--- src/rtl/sr_arb_pkg.sv ---
// Shared constants and helpers for the SR flag arbiter.
// Holds the default bank geometry, the pointer width, and the index-to-one-hot
// conversion used to build the grant vector.
package sr_arb_pkg;

    localparam int NREQ_DEF  = 4;
    localparam int NFLAG_DEF = 8;
    localparam int PTR_W_DEF = $clog2(NREQ_DEF);

    // Widest requester count the conversion helper covers.
    localparam int MAX_NREQ  = 32;
    localparam int MAX_PTR_W = $clog2(MAX_NREQ);

    // Index to one-hot; callers cast the result down to their own NREQ width.
    function automatic logic [MAX_NREQ-1:0] idx_to_onehot(input logic [MAX_PTR_W-1:0] idx);
        logic [MAX_NREQ-1:0] oh;
        oh      = '0;
        oh[idx] = 1'b1;
        return oh;
    endfunction

endpackage

--- src/rtl/sr_rr_pick.sv ---
// Combinational round-robin picker: returns the first eligible index at or
// after ptr, wrapping from NREQ-1 back to 0, plus a valid flag.
module sr_rr_pick
    import sr_arb_pkg::*;
#(
    parameter int NREQ  = NREQ_DEF,
    parameter int PTR_W = PTR_W_DEF
) (
    input  logic [NREQ-1:0]  elig,
    input  logic [PTR_W-1:0] ptr,
    output logic [PTR_W-1:0] win_idx,
    output logic             win_vld
);

    int cand;

    // Scan NREQ positions starting at ptr and keep the first eligible one.
    always_comb begin
        // NOTE: every variable written here gets a default first, so no path can infer a latch.
        win_idx = '0;
        win_vld = 1'b0;
        cand    = 0;
        for (int off = 0; off < NREQ; off++) begin
            cand = int'(ptr) + off;
            if (cand >= NREQ) begin
                cand = cand - NREQ;
            end
            if (!win_vld && elig[PTR_W'(cand)]) begin
                win_vld = 1'b1;
                win_idx = PTR_W'(cand);
            end
        end
    end

endmodule

--- src/rtl/sr_flag_arbiter.sv ---
// Round-robin arbiter granting NREQ requesters access to a shared bank of
// NFLAG set/reset flags. One command is applied per clock; a requester is
// excluded in its own grant cycle. Bits both set and cleared by the same
// command hold their value and raise a one-cycle err pulse.
// Optional feature: define SR_ARB_LOCK_EN to add the lock input, which lets a
// locked winner keep the round-robin pointer on itself.
module sr_flag_arbiter
    import sr_arb_pkg::*;
#(
    parameter int NREQ  = NREQ_DEF,
    parameter int NFLAG = NFLAG_DEF
) (
    input  logic                  clk,
    input  logic                  rst,
    input  logic [NREQ-1:0]       req,
`ifdef SR_ARB_LOCK_EN
    input  logic [NREQ-1:0]       lock,
`endif
    input  logic [NREQ*NFLAG-1:0] set_mask,
    input  logic [NREQ*NFLAG-1:0] clr_mask,
    output logic [NREQ-1:0]       gnt,
    output logic [NFLAG-1:0]      q,
    output logic [NFLAG-1:0]      qb,
    output logic                  err,
    output logic                  busy
);

    localparam int PTR_W = (NREQ > 1) ? $clog2(NREQ) : 1;

    logic [NREQ-1:0]  gnt_q, gnt_d;
    logic [NFLAG-1:0] q_q, q_d;
    logic             err_q, err_d;
    logic [PTR_W-1:0] ptr_q, ptr_d;

    logic [NREQ-1:0]  elig;
    logic [PTR_W-1:0] win_idx;
    logic             win_vld;
    logic [PTR_W-1:0] ptr_inc;
    logic [NFLAG-1:0] set_w, clr_w, ovl;

    // A requester holding gnt this cycle has just been served and sits out.
    assign elig = req & ~gnt_q;

    sr_rr_pick #(
        .NREQ  (NREQ),
        .PTR_W (PTR_W)
    ) u_pick (
        .elig    (elig),
        .ptr     (ptr_q),
        .win_idx (win_idx),
        .win_vld (win_vld)
    );

    // Select the winner's set/clear slices from the packed mask buses.
    always_comb begin
        set_w = '0;
        clr_w = '0;
        for (int i = 0; i < NREQ; i++) begin
            if (win_idx == PTR_W'(i)) begin
                set_w = set_mask[i*NFLAG +: NFLAG];
                clr_w = clr_mask[i*NFLAG +: NFLAG];
            end
        end
    end

    assign ovl     = set_w & clr_w;
    assign ptr_inc = (win_idx == PTR_W'(NREQ - 1)) ? '0 : win_idx + PTR_W'(1);

    // Next state: apply the winning command, or idle with q and ptr held.
    always_comb begin
        q_d   = q_q;
        ptr_d = ptr_q;
        gnt_d = '0;
        err_d = 1'b0;
        if (win_vld) begin
            q_d   = (q_q & ~clr_w & ~ovl) | (set_w & ~ovl);
            gnt_d = NREQ'(idx_to_onehot(MAX_PTR_W'(win_idx)));
            err_d = |ovl;
            ptr_d = ptr_inc;
`ifdef SR_ARB_LOCK_EN
            if (lock[win_idx]) begin
                ptr_d = win_idx;
            end
`endif
        end
    end

    // State registers with synchronous active-low reset.
    always_ff @(posedge clk) begin
        // NOTE: non-blocking assignments so every register samples pre-edge values regardless of statement order.
        if (!rst) begin
            q_q   <= '0;
            gnt_q <= '0;
            err_q <= 1'b0;
            ptr_q <= '0;
        end else begin
            q_q   <= q_d;
            gnt_q <= gnt_d;
            err_q <= err_d;
            ptr_q <= ptr_d;
        end
    end

    assign gnt  = gnt_q;
    assign q    = q_q;
    assign qb   = ~q_q;
    assign err  = err_q;
    assign busy = |elig;

endmodule

--- config.mk ---
export PLATFORM = sky130hd
export DESIGN_NAME = sr_flag_arbiter
export DESIGN_NICKNAME = d
export VERILOG_FILES = /design/src/rtl/sr_arb_pkg.sv /design/src/rtl/sr_rr_pick.sv /design/src/rtl/sr_flag_arbiter.sv
export SDC_FILE = /design/constraint.sdc
export NUM_CORES = 1
export LEC_CHECK = 0
export ABC_AREA = 1
export BUFFER_PORTS_ARGS = -buffer_cell sky130_fd_sc_hd__buf_2
export CORE_MARGIN = 1
export CORE_UTILIZATION = 44
export CTS_CLUSTER_DIAMETER = 60
export DETAILED_ROUTE_END_ITERATION = 10
export PLACE_DENSITY = 0.81
export SETUP_SLACK_MARGIN = 0.2
export SLEW_MARGIN = 20
export SYNTH_ARGS = -nofsm -noshare
export SYNTH_HDL_FRONTEND = slang
export SYNTH_SLANG_ARGS = --single-unit
--- constraint.sdc ---
create_clock -name clk -period 2.4 [get_ports clk]
set_input_delay 0.12 -clock clk [delete_from_list [all_inputs] [get_ports clk]]
set_output_delay 0.12 -clock clk [all_outputs]
set_load 0.03 [all_outputs]
## Word level (Yosys, flattened, before mapping)

Cells that the tools add are included.

- Equality and inequality tests: 3
- Add/sub/neg operators: 8
- Order comparisons: 10
- Reduce and logical (&&, ||, !) cells: 11
- Bitwise gates (word level): 10
- Muxes and demuxes: 35

Operators with widths:

| kind | count |
|---|---|
| two-way mux 8 bit | 8 |
| bitwise AND 8 bit | 4 |
| inverter 8 bit | 3 |
| two-way mux 2 bit | 9 |
| < comparator 2 x 4 -> 1 bit (second input constant) | 4 |
| two-way mux 1 bit | 13 |
| greater-or-equal comparator 3 bit (second input constant) | 3 |
| binary-select mux 1 bit (select 2 bit) | 4 |
| OR 8 bit | 1 |
| OR reduction 8 bit | 1 |
| subtractor 2 x 1 -> 2 bit (second input constant) | 4 |
| adder 2 x 2 -> 3 bit (second input constant) | 2 |
| < comparator 2 x 6 -> 1 bit (second input constant) | 1 |
| bitwise AND 4 bit | 1 |
| equality test 2 bit (second input constant) | 2 |
| logical AND 1 bit | 4 |
| inverter 4 bit | 1 |
| OR reduction 4 bit | 1 |
| adder 2 x 1 -> 3 bit (second input constant) | 1 |
| greater-or-equal comparator 2 x 3 -> 1 bit (second input constant) | 1 |
| logical NOT 1 bit | 3 |
| adder 2 x 1 -> 2 bit (second input constant) | 1 |
| demux 1 bit (select 2 bit) | 1 |
| equality test 2 x 1 -> 1 bit (second input constant) | 1 |
| 3 further kinds | 3 |

- Logic and storage cells: 81
- Output and inout port bits: 22
- Bits in registers: 15
- Input bits: 70

## Depth between registers and ports, before layout

- Depth in word-level cells: 24
- Gate-level depth with buffers: 22

## By module

A second synthesis with hierarchy kept.

- Cell total of the unflattened synthesis: 301
- Area, all modules: 1,765.4 sq um

Modules (own cells, without submodules):

| module | area each (sq um) | sequential area each (sq um) | instances | cells each |
|---|---|---|---|---|
| sr_flag_arbiter | 1,446.4 | 300.3 | 1 | 242 |
| sr_rr_pick | 319.1 | 0.0 | 1 | 59 |

## Worst setup path after synthesis

OpenSTA, ideal clock, no wires.

- Kind: register -> register
- From: reg gnt_q[1], in the netlist gnt[1]
- To: reg err_q, in the netlist err
- Data required time: 2.281 ns
- Setup time: 0.119 ns
- Arrival: 2.172 ns
- Setup slack: 0.109 ns
- Cell stages (with the launch flop): 21
- Clock period less this slack: 2.291 ns
- Cell sequence: dfxtp_1 -> nor2_1 -> nand2_1 -> nand3_1 -> nand2_2 -> nand3_2 -> nand2_2 -> nand2_2 -> nand3_2 -> inv_2 -> ha_1 -> buf_6 -> buf_8 -> a21oi_1 -> nand2_1 -> nand2_1 -> nand2_1 -> nand2_1 -> nand2_1 -> nor2_1 -> a21oi_2

- Longest elaborated chain between the ends: 22
- Elaborated cells on any way between the ends: 43

RTL lines:

| element | line | source |
|---|---|---|
| start: declaration | sr_flag_arbiter.sv:30 | `logic [NREQ-1:0] gnt_q, gnt_d;` |
| start signal: assignment | sr_flag_arbiter.sv:98 | `gnt_q <= gnt_d;` |
| inverter 4 bit * | sr_flag_arbiter.sv:42 | `assign elig = req & ~gnt_q;` |
| bitwise AND 4 bit * | sr_flag_arbiter.sv:42 |  |
| binary-select mux 1 bit (select 2 bit) | sr_rr_pick.sv:28 | `if (!win_vld && elig[PTR_W'(cand)]) begin` |
| two-way mux 1 bit (implied by the code) (2 in series) | sr_rr_pick.sv:28 |  |
| two-way mux 1 bit | sr_rr_pick.sv:28 |  |
| logical NOT 1 bit | sr_rr_pick.sv:28 |  |
| logical AND 1 bit | sr_rr_pick.sv:28 |  |
| two-way mux 1 bit | sr_rr_pick.sv:28 |  |
| (+2 left out) | - |  |
| two-way mux 1 bit | sr_rr_pick.sv:28 |  |
| logical NOT 1 bit | sr_rr_pick.sv:28 |  |
| logical AND 1 bit | sr_rr_pick.sv:28 |  |
| two-way mux 2 bit | sr_rr_pick.sv:28 |  |
| logical NOT 2 bit | sr_flag_arbiter.sv:59 | `if (win_idx == PTR_W'(i)) begin` |
| two-way mux 8 bit (4 in series) | sr_flag_arbiter.sv:59 |  |
| bitwise AND 8 bit | sr_flag_arbiter.sv:66 | `assign ovl = set_w & clr_w;` |
| OR reduction 8 bit | sr_flag_arbiter.sv:78 | `err_d = \|ovl;` |
| end signal: assignment | sr_flag_arbiter.sv:99 | `err_q <= err_d;` |
| end: declaration | sr_flag_arbiter.sv:32 | `logic err_q, err_d;` |

Every way passes the cells marked *; elsewhere a longest branch is shown, timed or not. The select of a mux whose other input is x is not followed.
A chain may end at the register's enable or synchronous reset.

## Worst setup path after layout

- From: reg ptr_q[0]
- To: reg err_q, in the netlist err

- Longest elaborated chain between the ends: 22
- Elaborated cells on any way between the ends: 56

RTL lines:

| element | line | source |
|---|---|---|
| start: declaration | sr_flag_arbiter.sv:33 | `logic [PTR_W-1:0] ptr_q, ptr_d;` |
| start signal: assignment | sr_flag_arbiter.sv:100 | `ptr_q <= ptr_d;` |
| branches (longest 22 deep; another with adder 2 x 1 -> 3 bit) | - |  |

Parallel ways; which one is timed is not known. The select of a mux whose other input is x is not followed.

==> results.toml <==
[run_status]
outcome = "finished, final reports clean"

[route]
dr_total_vias = 2146
wl_mm = 5.09
antenna_left = 0
drt_pass1_iterations = 4
detail_route.wl_per_cell_um = 11.8
drcViolationCount = 0
initialDrtViolationCount = 57
vias_per_cell = 4.99

[clocking]
insertion_delay_ps = 280
cts-htree-levels = 1
tritoncts = "done"
cts_made_buffers = 3
cts.hold.buffers_added = 0
cts_max_path_buffers = 2
clockRootBuffer = "clkbuf_4"
cts.reportedPaths.clkPinSlew_ps = 90
cts_sinks = 15

[timing]
final_period_minus_worst_setup_slack_ps = 2350
timing.final.hold_violations = 0
final_min_period_over_clock_period_pct = 98.0
worst_slack_ps = 47.1
worst_skew_ps = 9.28
timing_max_transition_violations_final = 0
worst-slew-pin-transition_ps = 401
grt_setup_unrepaired = "yes"
timing.slew.headroom_pct = 73.2
finalSetupViolCount = 0
fmax_ghz = 0.425

[synth]
synth.top_cell.area_share_pct = 29.3
synth_enable_flop_cells = 0
synth.most_common_cell = "nand2_1"
synth.cell_area_um2 = 1590
synthDominantAreaCellType = "nand2_1"
yosys.cell_types.count = 25
synth-async-reset-ratio_pct = 0
seq_area_frac_synth_pct = 18.9
ys_seq_elements = 15
synthTopCellsByArea = "nand2_1 29%, dfxtp_1 19%, a21oi_1 10%, nor2_1 8.0%, inv_1 6.4%"
synth.avg_cell_area_um2 = 5.51
ys.warnings.count = 0
synth_fp_nets = 362
yosys-top-cells-count = "124 x nand2_1, 34 x nor2_1, 33 x a21oi_1, 27 x inv_1, 15 x dfxtp_1"
synthCells = 288
yosys_most_used_dff = "dfxtp_1"

[finish]
count_of_nets_after_finishing = 459
antennaDiodeCount = 0
fraction_of_layout_cells_with_a_size_suffix_above_1_pct = 43.2
flow.area_growth_from_synthesis_pct = 47.5
n_fill_cell = 334
multi_input_area_um2 = 1190
final-instance-count-excl-fill = 430
seq_area_um2 = 310

[grt]
grt_overflow = 0
antenna_violations_before_repair = 0
grt_start_max_net_pins = 21
grtUsageTotal_pct = 27.1
first_global_vias = 1931
wire_length_of_the_first_global_routing_pass_mm = 7.79

[worst_setup_path]
path_max_fanout = 15
worst_path_largest_cell_delay_ps = 350
reg2reg_slack_ps = 50
critical-path-slowest-cell = "dfxtp_2"
end_kind = "flop"
cp_cell_sequence = "buf_12 -> xor2_4 -> nand3_2 -> nand2_4 -> nand3_4 -> nand2_2 -> nand2_2 -> nand3_4 -> inv_4 -> ha_4 -> buf_12 -> nor2_8 -> nand2_1 -> nand2_1 -> nand2_1 -> nand2_1 -> nand2_1 -> nand2_1 -> nor2_2 -> a21oi_2"
worstPathArrival_ps = 2580
path_class = "reg -> reg"
timing.critical_path.from_type = "flop"
worst-endpoint-required_ps = 2620
critPathMostFrequentCell = "nand2_1"

[die]
core_um2 = 3390
io_pins = 92
dieArea_um2 = 3850
rows = 21
die_width_um = 62.1
die_height_um = 62.1
start_util_pct = 46.8

[placed_design]
dp.final_hpwl_mm = 3.99
place_congestion = 0.938
pre_cts_slack_ps = -70.1
placed_cells = 423
io_buffer_count = 91

[run]
maxCapViolations = 0

[worst_hold_path]
min_path_type = "in -> reg"
critical path, delay by kind of cell (launching register included):
family / cells / cell delay [ps]
xor+xnor: 1 / 170
flops: 1 / 350
compound gates: 1 / 110
simple gates: 14 / 1140
buf+inv: 3 / 340
fa+ha+maj: 1 / 180
metal layers:
metal	global-route usage [%]	up-vias	wire length, µm
met5	0	-	0
met4	9.52	0	108
met3	6.63	12	409
met2	51.1	93	2610
met1	29.1	964	1960
li1	-	1077	-
final timing paths:
kind,from,endpoint,depth (start not counted)
worst max-delay path,ptr_q[0],err,20
worst min-delay path,rst,q[5],3
worst min register to register,q[5],q[5],2
worst max register to register,ptr_q[0],err,20
what timing repair did:
item / in CTS / in global routing
gates resized for setup: 15 / 28
endpoints found under the setup margin: 9 / 9
pin swaps: 7 / 2
setup buffers: 2 / 1
kinds of logic after synthesis:
family / Yosys count / synth area share [%]
AND/OR/NAND/NOR: 183 / 47.9
buffers and inverters: 47 / 15.9
AO/OA/AOI/OAI: 37 / 12.5
flip-flops: 15 / 18.9
adder cells (fa/ha/maj): 4 / 3.15
XOR/XNOR: 2 / 1.58
flip-flops by register name, indices dropped and copies added (netlist names):
signal  flops
err         1
ptr_q       2
q           8
gnt         4
layout make-up:
cell class	instances	area share [%]
repair buffers	106	26.4
well taps	46	2.46
clock buffers	3	0.962
clock inverters	1	0.214
inverters	33	5.77
multi-input cells	226	51.0
flip-flops and latches	15	13.2
metrics by stage:
stage	hold slack, ps	utilization (%)	setup TNS [ps]	area, µm²
CTS	149	66.2	0	2240
detailed placement	455	63.0	-70.1	2130
floorplan	330	-	0	1610
global placement	454	63.0	-11.0	2130
global route	170	69.1	-230	2340
finish	160	69.1	0	2340
cell usage in the layout (no fill, tap or decap), types with 4 or more instances in the layout:
cell     netlist  final
dfxtp_2        0      5
nor2_2         0      4
nor2_1        34     30
buf_2          3     91
dfxtp_1       15      9
inv_1         27     26
nand3_2        4      4
nand2_2        3     17
nand3_1       14     11
nand2_1      124    109
a21oi_2        1      7
a21oi_1       33     27
buf_12         0      4
buf_4          4     11
Power is not shown: default switching activity piles up to over one toggle a cycle in this logic, so the estimate is an artifact.
